===== src/rtl/funrv32_pkg.sv =====
// Shared RV32I load/store definitions: funct3 width codes, LSU state encoding
// and the request fault rule.
package funrv32_pkg;

    localparam logic [2:0] F3_B  = 3'b000;
    localparam logic [2:0] F3_H  = 3'b001;
    localparam logic [2:0] F3_W  = 3'b010;
    localparam logic [2:0] F3_BU = 3'b100;
    localparam logic [2:0] F3_HU = 3'b101;

    typedef enum logic [1:0] {
        ST_IDLE         = 2'd0,
        ST_LOAD_WAIT    = 2'd1,
        ST_FENCE_ISSUED = 2'd2,
        ST_FENCE_WAIT   = 2'd3
    } lsu_state_t;

    // Illegal width code for the direction, or an access not naturally aligned.
    function automatic logic lsu_fault(input logic       store,
                                       input logic [2:0] funct3,
                                       input logic [1:0] offset);
        logic bad_code;
        logic misaligned;
        bad_code   = store ? (funct3 > F3_W)
                           : (funct3 == 3'b011 || funct3 == 3'b110 || funct3 == 3'b111);
        misaligned = ((funct3 == F3_H || funct3 == F3_HU) && offset[0])
                  || ((funct3 == F3_W) && (offset != 2'b00));
        return bad_code || misaligned;
    endfunction

endpackage


===== src/rtl/load_align.sv =====
// Load result formatter: picks the addressed byte/half lane out of a memory
// word and sign- or zero-extends it according to funct3.
module load_align
    import funrv32_pkg::*;
(
    input  logic [31:0] rdata,
    input  logic [1:0]  offset,
    input  logic [2:0]  funct3,
    output logic [31:0] result
);

    logic [7:0]  lane_b;
    logic [15:0] lane_h;

    assign lane_b = rdata[8*offset +: 8];
    assign lane_h = offset[1] ? rdata[31:16] : rdata[15:0];

    // NOTE: result is assigned on every path through the case, so no latch is inferred.
    always_comb begin
        case (funct3)
            F3_B:    result = {{24{lane_b[7]}}, lane_b};
            F3_H:    result = {{16{lane_h[15]}}, lane_h};
            F3_BU:   result = {24'd0, lane_b};
            F3_HU:   result = {16'd0, lane_h};
            default: result = rdata;
        endcase
    end

endmodule


===== src/rtl/load_store_unit.sv =====
// RV32I load/store unit: single-cycle stores, two-cycle loads and an
// instruction-fence handshake towards the memory system.
module load_store_unit
    import funrv32_pkg::*;
#(
    parameter int ADDR_W = 14
) (
    input  logic              clk,
    input  logic              i_rst,
    input  logic              i_valid,
    input  logic              i_store,
    input  logic              i_fence_i,
    input  logic [2:0]        i_funct3,
    input  logic [31:0]       i_addr,
    input  logic [31:0]       i_wdata,
    output logic              o_accept,
    output logic              o_rvalid,
    output logic [31:0]       o_rdata,
    output logic              o_fault,
    output logic              o_busy,
    output logic              o_dm_ren,
    output logic              o_dm_wen,
    output logic [3:0]        o_dm_ben,
    output logic [ADDR_W-1:0] o_dm_addr,
    output logic [31:0]       o_dm_wdata,
    input  logic [31:0]       i_dm_rdata,
    output logic              o_fence_i,
    input  logic              i_ready
);

    lsu_state_t  state;
    logic [2:0]  ld_funct3_q;
    logic [1:0]  ld_off_q;
    logic [31:0] rdata_q;
    logic [31:0] aligned;

    logic take, req_fault, do_fence, do_store, do_load;

    // Same-cycle handshake; gating with i_rst keeps every strobe low during reset.
    assign take      = (state == ST_IDLE) && !i_rst && i_valid && i_ready;
    assign do_fence  = take && i_fence_i;
    assign req_fault = take && !i_fence_i && lsu_fault(i_store, i_funct3, i_addr[1:0]);
    assign do_store  = take && !i_fence_i && !req_fault && i_store;
    assign do_load   = take && !i_fence_i && !req_fault && !i_store;

    assign o_accept  = take;
    assign o_fault   = req_fault;
    assign o_fence_i = do_fence;
    assign o_dm_wen  = do_store;
    assign o_dm_ren  = do_load;
    assign o_busy    = (state != ST_IDLE);
    assign o_dm_addr = i_addr[ADDR_W+1:2];

    always_comb begin
        o_dm_ben   = 4'b1111;
        o_dm_wdata = i_wdata;
        case (i_funct3[1:0])
            2'b00: begin
                o_dm_ben   = 4'b0001 << i_addr[1:0];
                o_dm_wdata = {4{i_wdata[7:0]}};
            end
            2'b01: begin
                o_dm_ben   = i_addr[1] ? 4'b1100 : 4'b0011;
                o_dm_wdata = {2{i_wdata[15:0]}};
            end
            default: ;
        endcase
    end

    load_align u_align (
        .rdata  (i_dm_rdata),
        .offset (ld_off_q),
        .funct3 (ld_funct3_q),
        .result (aligned)
    );

    // Memory data arrives during LOAD_WAIT, so the result is forwarded that cycle
    // and captured so o_rdata holds it afterwards.
    assign o_rvalid = (state == ST_LOAD_WAIT) && !i_rst;
    assign o_rdata  = o_rvalid ? aligned : rdata_q;

    // NOTE: all state uses non-blocking assignments so every register samples pre-edge values.
    always_ff @(posedge clk) begin
        if (i_rst) begin
            state       <= ST_IDLE;
            ld_funct3_q <= 3'd0;
            ld_off_q    <= 2'd0;
            rdata_q     <= 32'd0;
        end else begin
            case (state)
                ST_IDLE: begin
                    if (do_load) begin
                        state       <= ST_LOAD_WAIT;
                        ld_funct3_q <= i_funct3;
                        ld_off_q    <= i_addr[1:0];
                    end else if (do_fence) begin
                        state <= ST_FENCE_ISSUED;
                    end
                end
                ST_LOAD_WAIT: begin
                    rdata_q <= aligned;
                    state   <= ST_IDLE;
                end
                ST_FENCE_ISSUED: state <= ST_FENCE_WAIT;
                ST_FENCE_WAIT: begin
                    if (i_ready)
                        state <= ST_IDLE;
                end
                default: state <= ST_IDLE;
            endcase
        end
    end

endmodule


===== config.mk =====
export PLATFORM = sky130hd
export DESIGN_NAME = load_store_unit
export DESIGN_NICKNAME = d
export VERILOG_FILES = /design/src/rtl/funrv32_pkg.sv /design/src/rtl/load_align.sv /design/src/rtl/load_store_unit.sv
export SDC_FILE = /design/constraint.sdc
export NUM_CORES = 1
export LEC_CHECK = 0
export BUFFER_PORTS_ARGS = -buffer_cell sky130_fd_sc_hd__buf_2
export CAP_MARGIN = 20
export CORE_MARGIN = 2
export CORE_UTILIZATION = 35
export DETAILED_ROUTE_END_ITERATION = 10
export HOLD_SLACK_MARGIN = 0.06
export PLACE_DENSITY = 0.68
export SYNTH_ARGS = -nofsm -noshare
export SYNTH_HDL_FRONTEND = slang
export SYNTH_HIERARCHICAL = 1
export SYNTH_SLANG_ARGS = --single-unit

===== constraint.sdc =====
create_clock -name clk -period 3.15 [get_ports clk]
set_input_delay 0.945 -clock clk [delete_from_list [all_inputs] [get_ports clk]]
set_output_delay 0.945 -clock clk [all_outputs]
set_load 0.02 [all_outputs]

==> metrics.md, run 1 <==
| Metric | Value |
|---|---|
| CTS clock-pin slew for the worst setup and hold paths | 70 ps |
| Largest net degree at the start of global routing | 33 |
| CP startpoint kind | primary input |
| Share of layout cells above drive strength 1 | 0.532 |
| Detailed Route Iter0 Violations | 125 |
| Nets | 589 |
| Period minus WS final | 3330 ps |
| Endpoints failing hold | 0 |
| Peak VDD IR | 0.172 mV |
| Clk_skew | 8.45 ps |
| Vias in the first global route | 2924 |
| Met3 WL | 535 um |
| Vias/cell | 5.09 |
| Tcrit/Tclk final | 1.06 |
| DR top layer | met4 |
| Seq/Total Area, Yosys | 0.252 |
| Drt pass-1 iters | 4 |
| Dpl hpwl | 7.01 mm |
| Clk sink count | 39 |
| Worst-Margin Slew | 358 ps |
| Post-Syn Nets | 445 |
| WL final | 9.19 mm |
| Post-DP Area | 3920 um2 |
| Synth area leaders | dfxtp_1, mux2_2, a22o_1, mux2_4, mux2i_1 |
| Cell area after synthesis | 3100 um2 |
| Core ar. | 8680 um2 |
| Setup violations, final | 25 |
| IO buf count | 149 |
| Synth area leader | dfxtp_1 |
| Design Area, Final | 4250 um2 |
| Max-cap violations | 0 |
| Status | complete, but fails checks |
| Num CTS Buffers | 5 |
| Yosys reg bits | 39 |
| Number of diodes | 0 |
| Setup WS post-layout | -184 ps |
| Critical Path RT | 2200 ps |
| Setup CP Type | primary input to output port |
| Routed WL per cell | 15.5 um |
| Cell variety after synth | 40 |
| Top cell type's share of synthesized area | 0.252 |
| Pre-CTS WS | -248 ps |
| Synth warn | 6 |
| Root buf cell | clkbuf_8 |
| Crit-path max FO | 13 |
| Leak | 2.06 nW |
| I/O pins | 194 |
| GRT Overall Usage | 0.183 |
| Hold Crit Class | register to register |
| Max-slew violation count | 0 |
| Area Overhead vs Synth | 37.0% |
| Syn Inst Count | 340 |
| CTS tree | yes |
| Die area | 9630 um2 |
| Initial antenna violation count | 0 |
| Vias | 3019 |
| Die Height | 98.1 um |
| Clk Latency, worst-skew pair | 290 ps |
| Avg Synthesized Cell Area | 9.12 um2 |
| Initial Utilization | 0.357 |
| RePlAce Congestion | 0.845 |
| Number of buffers added to fix hold violations after cts | 0 |
| CP arrival | 2390 ps |
| Die Span X | 98.1 um |
| Metal2 WL | 4.19 mm |
| Fillers | 843 |
| Crit end category | output port |
| DRT antenna net count | 0 |
| Fmax achieved | 0.300 GHz |
| Post-route DRC | 0 |
| Routed length on met1 | 4.33 mm |
| Max Buffers Root-to-Sink | 2 |
| Row count | 34 |
| Worst hold slack | 476 ps |
| PD cells | 290 nW/um2 |
| Congestion Overflow GR | 0 |
| Rel. slew slack | 0.758 |
| Failing checks | setup timing |
| RSZ-0062 raised after global routing | true |
| First-pass GRT wire length | 14.6 mm |
| H-tree depth | 2 |
-- flip-flops by register name (all words and copies together) (netlist names) --
register     cells
rdata_q         32
ld_funct3_q      3
ld_off_q         2
state            2
-- logic make-up after synthesis --
group           synth area share
simple gates               0.157
mux                        0.294
compound gates             0.186
buf+inv                    0.111
flops                      0.252
-- path summary, 6_finish.rpt --
kind,startpoint,to,slack (ps),cells past startpoint
worst max register to register,ld_off_q[0],rdata_q[11],500,13
worst min register to register,rdata_q[24],rdata_q[24],480,1
worst max-delay path,i_dm_rdata[31],o_rdata[17],-180,7
worst min-delay path,rdata_q[24],rdata_q[24],480,1
-- metrics by stage --
| stage | cells | power, W | util | setup TNS [ps] |
|---|---|---|---|---|
| 3_5_place_dp | 576 | 0.000883 | 0.452 | -4690 |
| 2_1_floorplan | 340 | 0.000762 | - | 0 |
| 3_3_place_gp | 576 | 0.000875 | 0.452 | -4450 |
| 6_report | 593 | 0.00123 | 0.490 | -3680 |
| 4_1_cts | 596 | 0.00124 | 0.486 | -3640 |
| 5_1_grt | 593 | 0.00129 | 0.490 | -4630 |
-- cells in the final DEF, fill, tap and decap left out, types with 2 or more instances in the layout --
| master | n |
|---|---|
| nand3b_1 | 9 |
| buf_2 | 127 |
| nand3_1 | 12 |
| and2b_1 | 2 |
| mux2i_1 | 24 |
| o211ai_1 | 5 |
| o21ai_0 | 10 |
| a221oi_1 | 2 |
| nand3_2 | 5 |
| o21bai_1 | 4 |
| buf_12 | 4 |
| o22a_1 | 8 |
| mux2_2 | 28 |
| nor4_1 | 2 |
| buf_4 | 38 |
| a21oi_1 | 9 |
| nor2_1 | 5 |
| or2_2 | 2 |
| nor2b_1 | 8 |
| inv_1 | 6 |
| mux2_4 | 24 |
| clkbuf_8 | 5 |
| a22o_1 | 32 |
| clkbuf_1 | 2 |
| dfxtp_1 | 38 |
| nand2_1 | 39 |
| buf_6 | 16 |
-- where the power goes --
| part | internal [W] | switching [W] | leakage [nW] | total, W |
|---|---|---|---|---|
| Sequential | 0.000505 | 0.00000776 | 0.316 | 0.000513 |
| Clock | 0.000156 | 0.000175 | 0.0422 | 0.000330 |
| Combinational | 0.000185 | 0.000205 | 1.70 | 0.000390 |
| Total | 0.000845 | 0.000388 | 2.06 | 0.00123 |
-- routing by layer --
layer,vias to the layer above,GRT usage
li1,1515,-
met1,1384,0.253
met2,108,0.295
met3,12,0.0293
met4,0,0.0580
met5,-,0
-- cells in the mapped netlist --
master	number
and2b_1	2
o21ai_0	10
and3_1	1
inv_1	6
nand3b_1	9
dfxtp_1	39
nor2b_1	8
a2bb2oi_1	1
and2_1	1
a21oi_1	10
buf_4	22
mux2i_1	24
mux2_2	35
mux4_2	1
or2_2	2
buf_1	1
o2111ai_1	1
inv_2	1
nor4_1	2
nor2_1	5
o2bb2a_1	1
a22oi_1	1
nand3_2	1
and3_4	1
nand4bb_1	1
clkbuf_1	10
buf_6	6
o211ai_1	5
o21bai_1	4
and4b_1	1
nand2_1	39
a21o_1	1
a221oi_1	2
o22a_1	8
a22o_1	32
mux2_4	17
nand2b_1	2
buf_2	9
nor4bb_1	1
nand3_1	17
-- critical path: stages --
cell,delay [ps]
buf_6,100
mux4_2,520
nand3_4,140
buf_12,150
nand3_1,90
mux2_4,270
buf_4,160
-- final cells by class --
| class | instances | area, um2 | area share |
|---|---|---|---|
| inverter | 7 | 26.3 | 0.00618 |
| clock inverter | 1 | 5.00 | 0.00118 |
| multi-input combinational | 246 | 2040 | 0.481 |
| timing repair buffer | 185 | 1180 | 0.278 |
| sequential | 39 | 782 | 0.184 |
| tap | 108 | 135 | 0.0318 |
| clock buffer | 7 | 76.3 | 0.0180 |
-- timing repair --
action	4_1_cts	5_1_grt
resized for setup	34	16
pin swaps	3	1
endpoints found under the setup margin	25	27
buffers inserted	12	1
Power figures use the tool's default switching activity.
==> run 2: changes to the inputs <==
- BUFFER_PORTS_ARGS: -buffer_cell sky130_fd_sc_hd__buf_2 -> -buffer_cell sky130_fd_sc_hd__clkbuf_2
==> metrics.md, run 2 (synthesized netlist as in run 1, its figures left out) <==
| Metric | Value |
|---|---|
| R2R setup slack | 1200 ps (was 500 ps) |
| Clk_skew | 9.13 ps (was 8.45 ps) |
| Crit-path max FO | 7 (was 13) |
| Vias | 3051 (was 3019) |
| Vias in the first global route | 2853 (was 2924) |
| Initial antenna violation count | 0 (unchanged) |
| IO buf count | 149 (unchanged) |
| Core Util, Final | 0.490 (about the same) |
| I/O pins | 194 (unchanged) |
| Failing checks | setup timing (unchanged) |
| # placed instances | 577 (was 576) |
| H-tree depth | 2 (unchanged) |
| Regs by FF count | rdata_q: 32 flops, ld_funct3_q: 3 flops (unchanged) |
| Max FFs per register | 32 (unchanged) |
| Row count | 34 (unchanged) |
| Die area | 9630 um2 (unchanged) |
| RePlAce Congestion | 0.853 (was 0.845) |
| Nets | 586 (was 589) |
| Die Height | 98.1 um (unchanged) |
| Setup CP Type | primary input to output port (unchanged) |
| Core ar. | 8680 um2 (unchanged) |
| Max-slew violation count | 0 (unchanged) |
| Vias/cell | 5.19 (was 5.09) |
| Largest net degree at the start of global routing | 33 (unchanged) |
| Leak | 2.06 nW (about the same) |
| WL final | 9.16 mm (was 9.19 mm) |
| Detailed Route Iter0 Violations | 210 (was 125) |
| Hold Crit Class | register to register (unchanged) |
| Number of diodes | 0 (unchanged) |
| Routed WL per cell | 15.6 um (was 15.5 um) |
| Max-cap violations | 0 (unchanged) |
| Most common cell after layout, fill and taps aside | clkbuf_2 (was buf_2) |
| DRT antenna net count | 0 (unchanged) |
| RSZ-0062 raised after global routing | true (unchanged) |
| Number of buffers added to fix hold violations after cts | 0 (unchanged) |
| First-pass GRT wire length | 14.1 mm (was 14.6 mm) |
| Setup violations, final | 25 (unchanged) |
| Setup WS post-layout | -236 ps (was -184 ps) |
| Critical Path RT | 2200 ps (about the same) |
| Share of layout cells above drive strength 1 | 0.527 (was 0.532) |
| Root buf cell | clkbuf_8 (unchanged) |
| Drt pass-1 iters | 4 (unchanged) |
| Peak VDD IR | 0.150 mV (was 0.172 mV) |
| Tcrit/Tclk final | 1.08 (was 1.06) |
| Max Buffers Root-to-Sink | 2 (unchanged) |
| PD cells | 285 nW/um2 (was 290 nW/um2) |
| CTS tree | yes (unchanged) |
| Dpl hpwl | 6.98 mm (was 7.01 mm) |
| GRT Overall Usage | 0.176 (was 0.183) |
| Worst-Margin Slew | 374 ps (was 358 ps) |
| CP arrival | 2440 ps (was 2390 ps) |
| Clk Latency, worst-skew pair | 290 ps (about the same) |
| Period minus WS final | 3390 ps (was 3330 ps) |
| CP startpoint kind | primary input (unchanged) |
| Rel. slew slack | 0.747 (was 0.758) |
| Num CTS Buffers | 5 (unchanged) |
| Crit end category | output port (unchanged) |
| CTS clock-pin slew for the worst setup and hold paths | 80 ps (was 70 ps) |
| Die Span X | 98.1 um (unchanged) |
| Largest Register | rdata_q (unchanged) |
| Most frequent cells in the layout | clkbuf_2, nand2_1, dfxtp_1 (was buf_2, nand2_1, dfxtp_1, buf_4, a22o_1) |
| Post-route DRC | 0 (unchanged) |
| Non-Filler Instances | 588 (was 593) |
| Area Overhead vs Synth | 37.0% (about the same) |
| Congestion Overflow GR | 0 (unchanged) |
| Fmax achieved | 0.295 GHz (was 0.300 GHz) |
| Status | complete, but fails checks (unchanged) |
| Initial Utilization | 0.357 (unchanged) |
| Clk sink count | 39 (unchanged) |
| Endpoints failing hold | 0 (unchanged) |
[run 2: final timing paths]
| check | from | endpoint | depth (start not counted) |
|---|---|---|---|
| max | i_dm_rdata[31] | o_rdata[12] | 7 |
| min | rdata_q[2] | rdata_q[2] | 1 |
| max reg2reg | ld_off_q[0] | rdata_q[10] | 7 |
| min reg2reg | rdata_q[2] | rdata_q[2] | 1 |
[run 2: final cells by class]
cell class,count,area [um2]
Tap cell,108,135
Fill cell,821,4430
Timing Repair Buffer,182,1180
Sequential cell,39,782
Clock buffer,6,72.6
Multi-Input combinational cell,246,2050
Inverter,7,26.3
[run 2: metrics by stage]
step / worst slack (ps) / hold slack, ps / setup TNS [ps] / power [W] / instance area [um2]
CTS: -190 / 476 / -3940 / 0.00120 / 4070
detailed placement: -211 / 456 / -4070 / 0.000883 / 3930
global route: -257 / 488 / -5080 / 0.00127 / 4250
floorplan: 116 / 438 / 0 / 0.000762 / 3100
finish: -236 / 475 / -4170 / 0.00121 / 4250
global placement: -219 / 453 / -4140 / 0.000877 / 3930
[run 2: power breakdown]
group	internal [W]	switching, W
clock network	0.000148	0.000162
logic	0.000183	0.000207
registers	0.000505	0.00000784
[run 2: timing repair]
item | 4_1_cts | 5_1_grt
setup buffers | 2 | 2
endpoints found under the setup margin | 25 | 26
hold endpoints to repair | 0 | 0
cloned | 0 | 1
gates resized for setup | 13 | 56
pin swaps | 3 | 4
[run 2: layer usage]
| layer | GRT usage | wire length [um] | vias to the layer above |
|---|---|---|---|
| li1 | - | - | 1507 |
| met1 | 0.247 | 4380 | 1430 |
| met2 | 0.280 | 4160 | 103 |
| met3 | 0.0336 | 518 | 11 |
| met4 | 0.0411 | 102 | 0 |
| met5 | 0 | 0 | - |
[run 2: worst max-delay path, stage by stage]
cell and delay [ps]:
buf_6 100, mux4_2 520, nand3_4 170, buf_6 140, o211ai_1 130, mux2_4 300
buf_6 130
==> run 3: changes to the inputs <==
- SLEW_MARGIN: default -> 30
- clock period: 3.15 -> 3.19 ns (I/O delays scaled with it)
==> metrics.md, run 3 (synthesized netlist as in run 1, its figures left out) <==
| Metric | Value |
|---|---|
| Status | complete, but fails checks (unchanged) |
| Failing checks | setup timing (unchanged) |
| Clk Latency, worst-skew pair | 290 ps (about the same) |
| Root buf cell | clkbuf_8 (unchanged) |
| Cell family with most CP delay | multiplexers (unchanged) |
| GRT Overall Usage | 0.176 (about the same) |
| CTS tree | yes (unchanged) |
| Share of layout cells above drive strength 1 | 0.544 (was 0.527) |
| Max-slew violation count | 0 (unchanged) |
| Crit-path max FO | 6 (was 7) |
| Hold Crit Class | register to register (unchanged) |
| Vias | 3053 (was 3051) |
| Vias in the first global route | 2801 (was 2853) |
| WL final | 9.24 mm (was 9.16 mm) |
| I/O pins | 194 (unchanged) |
| Core ar. | 8680 um2 (unchanged) |
| Congestion Overflow GR | 0 (unchanged) |
| Met3 WL | 582 um (was 518 um) |
| Post-route DRC | 0 (unchanged) |
| Final total power | 0.00123 W (was 0.00121 W) |
| Tcrit/Tclk final | 1.07 |
| Most frequent cells in the layout | clkbuf_2, nand2_1, dfxtp_1 (unchanged) |
| RePlAce Congestion | 0.844 (was 0.853) |
| Initial antenna violation count | 0 (unchanged) |
| NetSw | 0.000386 W (was 0.000376 W) |
| Number of buffers added to fix hold violations after cts | 0 (unchanged) |
| Endpoints failing hold | 0 (unchanged) |
| H-tree depth | 2 (unchanged) |
| Flop pwr share | 0.412 (was 0.423) |
| PD cells | 281 nW/um2 (was 285 nW/um2) |
| Drt pass-1 iters | 4 (unchanged) |
| Max-cap violations | 0 (unchanged) |
| Critical Path RT | 2230 ps (was 2200 ps) |
| Combinational power share | 0.324 (was 0.322) |
| CTS clock-pin slew for the worst setup and hold paths | 70 ps (was 80 ps) |
| Leak | 2.12 nW (was 2.06 nW) |
| CP arrival | 2460 ps (was 2440 ps) |
| CP startpoint kind | primary input (unchanged) |
| Largest Register | rdata_q (unchanged) |
| Clk_skew | 2.87 ps (was 9.13 ps) |
| Metal2 WL | 4.27 mm (was 4.16 mm) |
| Fmax achieved | 0.293 GHz |
| Max FFs per register | 32 (unchanged) |
| Row count | 34 (unchanged) |
| Regs by FF count | rdata_q: 32 flops, ld_funct3_q: 3 flops (unchanged) |
| Clk sink count | 39 (unchanged) |
| IO buf count | 149 (unchanged) |
| DRT antenna net count | 0 (unchanged) |
| Max Buffers Root-to-Sink | 2 (unchanged) |
| Rel. slew slack | 0.751 (was 0.747) |
| Peak VDD IR | 0.142 mV (was 0.150 mV) |
| DR top layer | met4 (unchanged) |
| Vias/cell | 5.13 (was 5.19) |
| Die area | 9630 um2 (unchanged) |
| Number of diodes | 0 (unchanged) |
| Worst-Margin Slew | 373 ps (was 374 ps) |
| Setup violations, final | 25 (unchanged) |
| Crit end category | output port (unchanged) |
| Cells along the critical path | buf_6, mux4_2, nand3_4, clkbuf_16, nand3_1, mux2_4, clkbuf_2 (was buf_6, mux4_2, nand3_4, buf_6, o211ai_1, mux2_4, buf_6) |
| CP Buf/Inv Count | 3 (unchanged) |
| Sw frac | 0.314 (was 0.310) |
| Detailed Route Iter0 Violations | 198 (was 210) |
| Fillers | 822 (was 821) |
| Routed WL per cell | 15.5 um (was 15.6 um) |
| Largest net degree at the start of global routing | 35 (was 33) |
| Most common cell after layout, fill and taps aside | clkbuf_2 (unchanged) |
| Routed length on met1 | 4.33 mm (was 4.38 mm) |
| Clk pwr share | 0.264 (was 0.255) |
| Area Overhead vs Synth | 40.9% (was 37.0%) |
| Num CTS Buffers | 5 (unchanged) |
| First-pass GRT wire length | 14.2 mm (was 14.1 mm) |
| Die Height | 98.1 um (unchanged) |
| Die Span X | 98.1 um (unchanged) |
| Critical path's largest stage delay | 530 ps (was 520 ps) |
| Initial Utilization | 0.357 (unchanged) |
| Period minus WS final | 3420 ps |
| Dpl hpwl | 6.85 mm (was 6.98 mm) |
| Setup CP Type | primary input to output port (unchanged) |
| Slowest CP cell | mux4_2 (unchanged) |
| Int Pwr | 0.000844 W (was 0.000836 W) |
| Setup TNS | -4070 ps (was -4170 ps) |
| Nets | 591 (was 586) |
| RSZ-0062 raised after global routing | true (unchanged) |
| Setup WS post-layout | -226 ps (was -236 ps) |
run 3: worst reg2reg max path, cell delays in order (launching register included):
cell and delay, ps:
dfxtp_1 550, mux4_2 440, nand3_4 170, buf_6 150
o211ai_1 120, buf_4 160, buf_4 120, buf_4 120
buf_4 120, buf_4 110, buf_4 120, buf_4 120
a22o_1 190
run 3: worst paths after layout:
path	startpoint	cells past startpoint	slack, ps	to
max	i_dm_rdata[31]	7	-230	o_rdata[16]
min	rdata_q[3]	1	470	rdata_q[3]
max reg2reg	ld_off_q[0]	12	610	rdata_q[11]
min reg2reg	rdata_q[3]	1	470	rdata_q[3]
run 3: layout make-up:
cell class | count | area (um2) | area share
multi-input combinational | 246 | 2090 | 0.479
timing repair buffer | 187 | 1250 | 0.287
sequential | 39 | 782 | 0.179
tap | 108 | 135 | 0.0309
clock buffer | 7 | 76.3 | 0.0175
inverter | 7 | 26.3 | 0.00601
clock inverter | 1 | 5.00 | 0.00115
run 3: stage by stage:
step           worst slack [ps]  utilization  hold WS (ps)  cell area [um2]  cells
6_report                   -226        0.503           474             4370    595
3_5_place_dp               -192        0.450           451             3910    574
5_1_grt                    -238        0.503           486             4370    595
2_1_floorplan               132            -           438             3100    340
3_3_place_gp               -204        0.450           452             3910    574
4_1_cts                    -168        0.477           477             4140    590
run 3: repair_timing:
action	in CTS	in global routing
endpoints found under the setup margin	25	26
pin swaps	3	2
gates cloned	0	1
buffers inserted	8	4
gates resized for setup	22	60
run 3: routing by layer:
metal  global-route usage  vias up
li1                     -     1515
met1                0.246     1440
met2                0.281       92
met3               0.0429        6
met4               0.0295        0
met5                    0        -
run 3: power groups by stage:
stage / registers (W) / logic [W] / clock network (W)
finish: 0.000506 / 0.000399 / 0.000325
global route: 0.000508 / 0.000427 / 0.000355
CTS: 0.000506 / 0.000372 / 0.000336
detailed placement: 0.000517 / 0.000352 / 0
global placement: 0.000517 / 0.000348 / 0
floorplan: 0.000515 / 0.000238 / 0
